`config.mk`:
```
export PLATFORM = sky130hd
export DESIGN_NAME = mem_bus_arbiter
export DESIGN_NICKNAME = d
export VERILOG_FILES = /design/src/rtl/mem_bus_arbiter.sv
export SDC_FILE = /design/constraint.sdc
export NUM_CORES = 1
export LEC_CHECK = 0
export ABC_AREA = 1
export CORE_MARGIN = 8
export CORE_UTILIZATION = 30
export DETAILED_ROUTE_END_ITERATION = 10
export GPL_ROUTABILITY_DRIVEN = 0
export SYNTH_ARGS = -nofsm -noshare
export SYNTH_HDL_FRONTEND = slang
export SYNTH_SLANG_ARGS = --single-unit
export TNS_END_PERCENT = 50
```
`constraint.sdc`:
```
create_clock -name clk -period 1.8 [get_ports clk]
set_clock_uncertainty 0.15 [all_clocks]
set_input_delay 0.27 -clock clk [delete_from_list [all_inputs] [get_ports clk]]
set_output_delay 0.27 -clock clk [all_outputs]
set_load 0.01 [all_outputs]
```
`src/rtl/mem_bus_arbiter.sv`:
```
// mem_bus_arbiter: two-master round-robin arbiter and single-transaction
// sequencer for one shared memory port with acknowledge and watchdog.
module mem_bus_arbiter #(
  parameter int unsigned TIMEOUT = 255
) (
  input  logic        clk,
  input  logic        reset,
  input  logic        m0_req,
  input  logic        m0_we,
  input  logic [31:0] m0_addr,
  input  logic [31:0] m0_wdata,
  input  logic [1:0]  m0_width,
  output logic        m0_gnt,
  output logic        m0_done,
  output logic        m0_err,
  output logic [31:0] m0_rdata,
  input  logic        m1_req,
  input  logic        m1_we,
  input  logic [31:0] m1_addr,
  input  logic [31:0] m1_wdata,
  input  logic [1:0]  m1_width,
  output logic        m1_gnt,
  output logic        m1_done,
  output logic        m1_err,
  output logic [31:0] m1_rdata,
  output logic [31:0] mem_addr,
  output logic [31:0] mem_dout,
  output logic        mem_read_en,
  output logic        mem_write_en,
  output logic [1:0]  mem_width,
  input  logic [31:0] mem_din,
  input  logic        mem_ack
);

  typedef enum logic [1:0] {IDLE, ACCESS, RESP} state_t;

  typedef struct packed {
    logic        we;
    logic [31:0] addr;
    logic [31:0] wdata;
    logic [1:0]  width;
  } req_t;

  localparam int unsigned   CW      = (TIMEOUT < 2) ? 1 : $clog2(TIMEOUT + 1);
  localparam logic [CW-1:0] TO_V    = CW'(TIMEOUT);
  localparam logic [CW-1:0] CNT_MAX = '1;

  state_t          state, state_nxt;
  req_t [1:0]      req_in;
  req_t            req_q;
  logic [1:0]      req_v;
  logic [1:0]      gnt;
  logic            win;
  logic            owner;
  logic            last_grant;
  logic            err_q;
  logic            timed_out;
  logic [CW-1:0]   cnt;
  logic [1:0][31:0] rdata_q;

  assign req_in[0] = '{we: m0_we, addr: m0_addr, wdata: m0_wdata, width: m0_width};
  assign req_in[1] = '{we: m1_we, addr: m1_addr, wdata: m1_wdata, width: m1_width};
  assign req_v     = {m1_req, m0_req};

  // Width 3 is reserved; half and word accesses must be naturally aligned.
  function automatic logic legal(input req_t r);
    case (r.width)
      2'd0:    legal = 1'b1;
      2'd1:    legal = ~r.addr[0];
      2'd2:    legal = (r.addr[1:0] == 2'b00);
      default: legal = 1'b0;
    endcase
  endfunction

  // Round-robin pick: a tie goes to whoever was not granted last.
  always_comb begin
    win = (&req_v) ? ~last_grant : req_v[1];
  end

  // Watchdog fires only when the memory has not answered in the final allowed cycle.
  assign timed_out = (TIMEOUT != 0) && (cnt == TO_V) && !mem_ack;

  // State register.
  always_ff @(posedge clk) begin
    if (reset) state <= IDLE;
    else       state <= state_nxt;
  end

  // Next state and all outputs; everything is forced low while reset is held.
  always_comb begin
    state_nxt    = state;
    gnt          = 2'b00;
    m0_done      = 1'b0;
    m1_done      = 1'b0;
    m0_err       = 1'b0;
    m1_err       = 1'b0;
    mem_addr     = '0;
    mem_dout     = '0;
    mem_width    = '0;
    mem_read_en  = 1'b0;
    mem_write_en = 1'b0;
    case (state)
      IDLE: begin
        if ((|req_v) && !reset) begin
          gnt[win]  = 1'b1;
          state_nxt = legal(req_in[win]) ? ACCESS : RESP;
        end
      end
      ACCESS: begin
        if (!reset) begin
          mem_addr     = req_q.addr;
          mem_dout     = req_q.wdata;
          mem_width    = req_q.width;
          mem_read_en  = ~req_q.we;
          mem_write_en = req_q.we;
        end
        if (mem_ack || timed_out) state_nxt = RESP;
      end
      RESP: begin
        if (!reset) begin
          m0_done = ~owner;
          m1_done = owner;
          m0_err  = ~owner & err_q;
          m1_err  = owner & err_q;
        end
        state_nxt = IDLE;
      end
      default: state_nxt = IDLE;
    endcase
  end

  assign m0_gnt   = gnt[0];
  assign m1_gnt   = gnt[1];
  assign m0_rdata = rdata_q[0];
  assign m1_rdata = rdata_q[1];

  // Request latch, ownership, watchdog counter, error flag and read-data capture.
  always_ff @(posedge clk) begin
    if (reset) begin
      req_q      <= '0;
      owner      <= 1'b0;
      last_grant <= 1'b1;
      err_q      <= 1'b0;
      cnt        <= '0;
      rdata_q    <= '0;
    end else begin
      case (state)
        IDLE: begin
          if (|req_v) begin
            req_q      <= req_in[win];
            owner      <= win;
            last_grant <= win;
            err_q      <= ~legal(req_in[win]);
            cnt        <= '0;
          end
        end
        ACCESS: begin
          if (mem_ack) begin
            err_q <= 1'b0;
            if (!req_q.we) rdata_q[owner] <= mem_din;
          end else begin
            if (timed_out)      err_q <= 1'b1;
            if (cnt != CNT_MAX) cnt   <= cnt + 1'b1;
          end
        end
        default: ;
      endcase
    end
  end

endmodule

```
After elaboration in Yosys (flattened, before gate mapping)

Index checks and enable logic that the tools add are counted.
W data, S select, Z words.

Multipliers: 0
Eq/ne operators: 12
Shift-type cells: 0
Div/mod/pow operators: 0
Add/sub/neg operators: 1
Bitwise logic cells: 7
Mux-type cells: 46
Magnitude comparators: 4
Reduce and logical (&&, ||, !) cells: 18

Operator list:

| cell                  | count |
|---|---|
| $mux W32              | 5 |
| $mux W67              | 2 |
| $bwmux W64            | 1 |
| $demux W32 S1         | 1 |
| $mux W8               | 3 |
| $mux W1               | 22 |
| $pmux W8 S2           | 1 |
| $mux W2               | 7 |
| $ne A2 B2 Y1 const B  | 5 |
| $add A8 B1 Y8 const B | 1 |
| $eq A8 B8 Y1 const B  | 1 |
| $ne A8 B8 Y1 const B  | 1 |
| $logic_not A2 Y1      | 3 |
| $reduce_and A2 Y1     | 3 |
| $reduce_and A3 Y1     | 2 |
| $not A1 Y1            | 5 |
| $eq A2 B1 Y1 const B  | 2 |
| $eq A2 B2 Y1 const B  | 2 |
| $logic_and A1 B1 Y1   | 4 |
| $lt A1 B2 Y1 const B  | 2 |
| $pmux W2 S2           | 1 |
| $reduce_and A4 Y1     | 1 |
| $ne A3 B3 Y1 const B  | 1 |
| $pmux W1 S3           | 1 |
| 8 further kinds       | 11 |

Flip-flop bits (word level): 144
Memory bits (read-only): 0
Memory bits (writable): 0
Output and inout bits: 138
Bits of input ports: 171
Logic and storage cells: 99
Memories: 0
Latch bits: 0

Longest topological paths before layout

Word-level depth: 12
Gate-level depth with buffers: 12

Worst setup path before layout

No wires, ideal clock.

Kind: reg2reg
Start: reg cnt[0]
End: reg cnt[0]
Period minus slack after synthesis: 1.621 ns
Stages on the path, launching flop included: 9
Path buffers: 1
Arrival time: 1.355 ns
Slack: 0.179 ns
Data required time: 1.534 ns
Cells stage by stage: dfxtp_1 ha_1 nand2_1 nor2_1 nand3_1 nand2_1 inv_1 buf_4 o211a_1

Word-level cells in the longest chain between the ends: 4
Elaborated cells on any way between the ends: 7

RTL lines:

| what                   | line | RTL |
|---|---|---|
| start, declared        | 58   | `logic [CW-1:0] cnt;` |
| start signal, assigned | 163  | `if (cnt != CNT_MAX) cnt <= cnt + 1'b1;` |
| $add A8 B1 Y8          | 163  |  |
| $mux W8                | 163  |  |
| $mux W8                | 158  | `if (mem_ack) begin` |
| $pmux W8 S2            | 147  | `case (state)` |

Parallel ways exist; a longest one is shown, timed or not. The select of a mux whose other input is x is not followed.
A chain may end at the register's enable or synchronous reset.

Final worst setup path

Start: reg state[1]
End: out mem_addr[2]

Word-level cells in the longest chain between the ends: 2

RTL lines:

| what                   | line | RTL |
|---|---|---|
| start, declared        | 48   | `state_t state, state_nxt;` |
| start signal, assigned | 86   | `else state <= state_nxt;` |
| $eq A2 B1 Y1           | 102  | `case (state)` |
| $mux W32               | 102  |  |
| end, declared          | 26   | `output logic [31:0] mem_addr,` |

No other way between the ends.

==> results.cfg <==
[die]
io_pins = 309
die_h_um = 162.1
fp-row-count = 53
start_util = 0.3048
core_um2 = 21020
die_x_um = 162.1
die_area_um2 = 26290

[yosys]
synth_area_leaders = dfxtp_1 (45%), nor2_1 (12%), o32ai_1 (8.6%)
synth_area_leader_cell = dfxtp_1
avgSynthCellArea_um2 = 7.450
ys_seq_area_frac = 0.4499
netlist_instances = 860
synth_edf_count = 0
synth-async-reset-ratio = 0
yosysMostFrequentCell = nor2_1
synth_seq_cells = 144
yosys.area.top_type_share = 0.4499
synth_top_flop_cell = dfxtp_1
synthTopCellsByCount = nor2_1 (208), dfxtp_1 (144), nand2_1 (111)
synth_fp_nets = 1032
yosys.cell_types.count = 28
synth_warnings = 0
syn-cell-area_um2 = 6407

[critical_path]
r2r_end = req_q[16]
r2r_cells = 6
endpoint_kind = output pin
reg2reg_setup_slack_ns = 0.08
worstReg2RegStart = state[1]
setup.worst_path.class = reg -> out
crit_required_ns = 1.38
arrival_ns = 1.58
path_max_fanout = 6
cp-start-kind = flop

[cts]
cts_tree = yes
path_clk_slew_ns = 0.07
cts_root_buf = clkbuf_16
ctsHtreeMaxLevel = 4
clockBufferDepth = 2
hold_buffers = 0
clock_latency_ns = 0.42
cts_buffers = 17
cts_sinks = 144

[layout]
antenna_cells = 0
area_delta_synth_final_pct = 70.75
fin_nets = 1356
fill_cells = 2045
layout-drive-gt1-share = 0.2080

[timing]
finalCriticalPeriod_ns = 1.998
worst_slack_ns = -0.1984
drv_slew = 0
slew-limit-headroom = 0.6504
max_freq_ghz = 0.5004
rsz0062_at_grt = yes
finalSetupViolCount = 73
finalHoldViolCount = 0
finalCritPeriodShare = 1.110
tightest_slew_ns = 0.5243

[route]
wl_um = 24800
drc_errors = 0
vias = 6931
vias_per_cell = 4.709
drt_iter0_drc = 463
ant_nets = 0
detail_route.wl_per_cell_um = 16.85
drt_pass1_iterations = 5

[worst_hold_path]
min_to = owner
hold_path_class = in -> reg
min_path_cells = 3
min_from = reset

[pwr]
max-vdd-ir-drop_v = 0.0005930
power_density_nw_per_um2 = 904.5
finalPower_mw = 9.896
clkPwrFrac = 0.362
internal-power_mw = 6.762
power.leakage_nw = 4.442
switching_power_mw = 3.134
combPwrFrac = 0.268
pwr-share-seq = 0.370
p_sw_frac = 0.3167

[global_route]
grt_pass1_vias = 6972
grt_pass1_wl_um = 38830
grt_use_total = 0.1855
antenna_found_initial = 0
grt_max_degree = 64
gr-total-overflow = 0

[status]
violations = setup timing
outcome = finished, violations left

[place]
place_ws_ns = -0.4694
port_buffers = 308
post-dp-hpwl_um = 17470

[job]
cap_viol_max_count = 0
## power by group through the flow
stage                     combinational (mW)  sequential [mW]  clock (mW)
final                                   2.65             3.66        3.58
after detailed placement                2.36             3.73           0
after CTS                               2.46             3.66        3.69
after global placement                  2.35             3.72           0
after floorplan                         1.28             3.73           0
after global routing                    2.89             3.70        3.84
## registers in the layout, indices dropped and copies added (netlist names)
register / count
req_q: 67
m0_rdata: 32
m1_rdata: 32
cnt: 8
state: 2
err_q: 1
last_grant: 1
owner: 1
## layout make-up
cell class / instances / area, µm² / share of cell area
flip-flops and latches: 144 / 2885 / 0.2637
multi-input cells: 560 / 3074 / 0.2810
clock buffers: 17 / 425.4 / 0.03888
well taps: 275 / 344.1 / 0.03145
clock inverters: 15 / 166.4 / 0.01521
repair buffers: 370 / 3699 / 0.3381
inverters: 91 / 346.6 / 0.03168
## worst max-delay path, stage by stage (launching register included)
cell	delay (ns)
dfxtp_2	0.35
nor2_4	0.13
nand2_4	0.12
buf_12	0.18
buf_8	0.13
nor2_1	0.08
buf_2	0.14
## worst max path at each step
stage | to | slack (ns) | startpoint
after floorplan | cnt[0] | 0.18 | cnt[0]
after global placement | m0_gnt | -0.46 | m1_req
after detailed placement | m0_gnt | -0.47 | m1_req
after CTS | mem_dout[26] | -0.25 | state[0]
after global routing | mem_read_en | -0.30 | state[0]
final | mem_addr[2] | -0.20 | state[1]
## layout by cell type, fill, tap and decap left out, types with 2 or more instances in the layout
master             n
a21oi_1           71
buf_12            14
buf_2             39
buf_4             38
buf_6             37
buf_8              6
clkbuf_16         18
clkdlybuf4s50_1  219
clkinv_4           3
dfxtp_1          142
dfxtp_2            2
dlymetal6s2s_1    14
inv_1             85
inv_2              4
inv_4              2
inv_6              6
inv_8              3
nand2_1          105
nand2_2            7
nand2_4            2
nand3_1           77
nand3b_1           2
nor2_1           159
nor2_2            21
nor2_4            32
nor3_1             2
nor3_2             2
o21ai_0            3
o21ai_1            2
o22ai_1            5
o32ai_1           58
o32ai_2            5
## kinds of logic after synthesis
logic type      after synthesis  synth area share
fa+ha+maj                     1          0.001952
simple gates                413            0.2701
flops                       144            0.4499
compound gates              146            0.1531
buf+inv                     156            0.1250
## stage by stage
stage	setup TNS [ns]	cell area [µm²]	hold slack (ns)	util	cells
after floorplan	0	6407	0.2843	-	860
after global placement	-36.12	9881	0.2969	0.4700	1432
after detailed placement	-39.33	9881	0.3009	0.4700	1432
after CTS	-13.55	10420	0.09711	0.4958	1467
after global routing	-16.76	10940	0.1042	0.5204	1472
final	-8.280	10940	0.1167	0.5204	1472
## what timing repair did
action / in CTS / in global routing
buffers inserted: 1 / 4
endpoints found under the setup margin: 74 / 165
endpoints found under the hold margin: 0 / 0
pin swaps: 6 / 10
cloned: 2 / 2
gates resized for setup: 362 / 120
## layer usage
metal	vias up	track usage	share of wire
li1	3483	-	-
met1	3169	0.2232	0.42
met2	264	0.2879	0.46
met3	15	0.09365	0.11
met4	0	0.04714	0.014
met5	-	0	0
No activity file was read; power rests on OpenSTA's default activity.
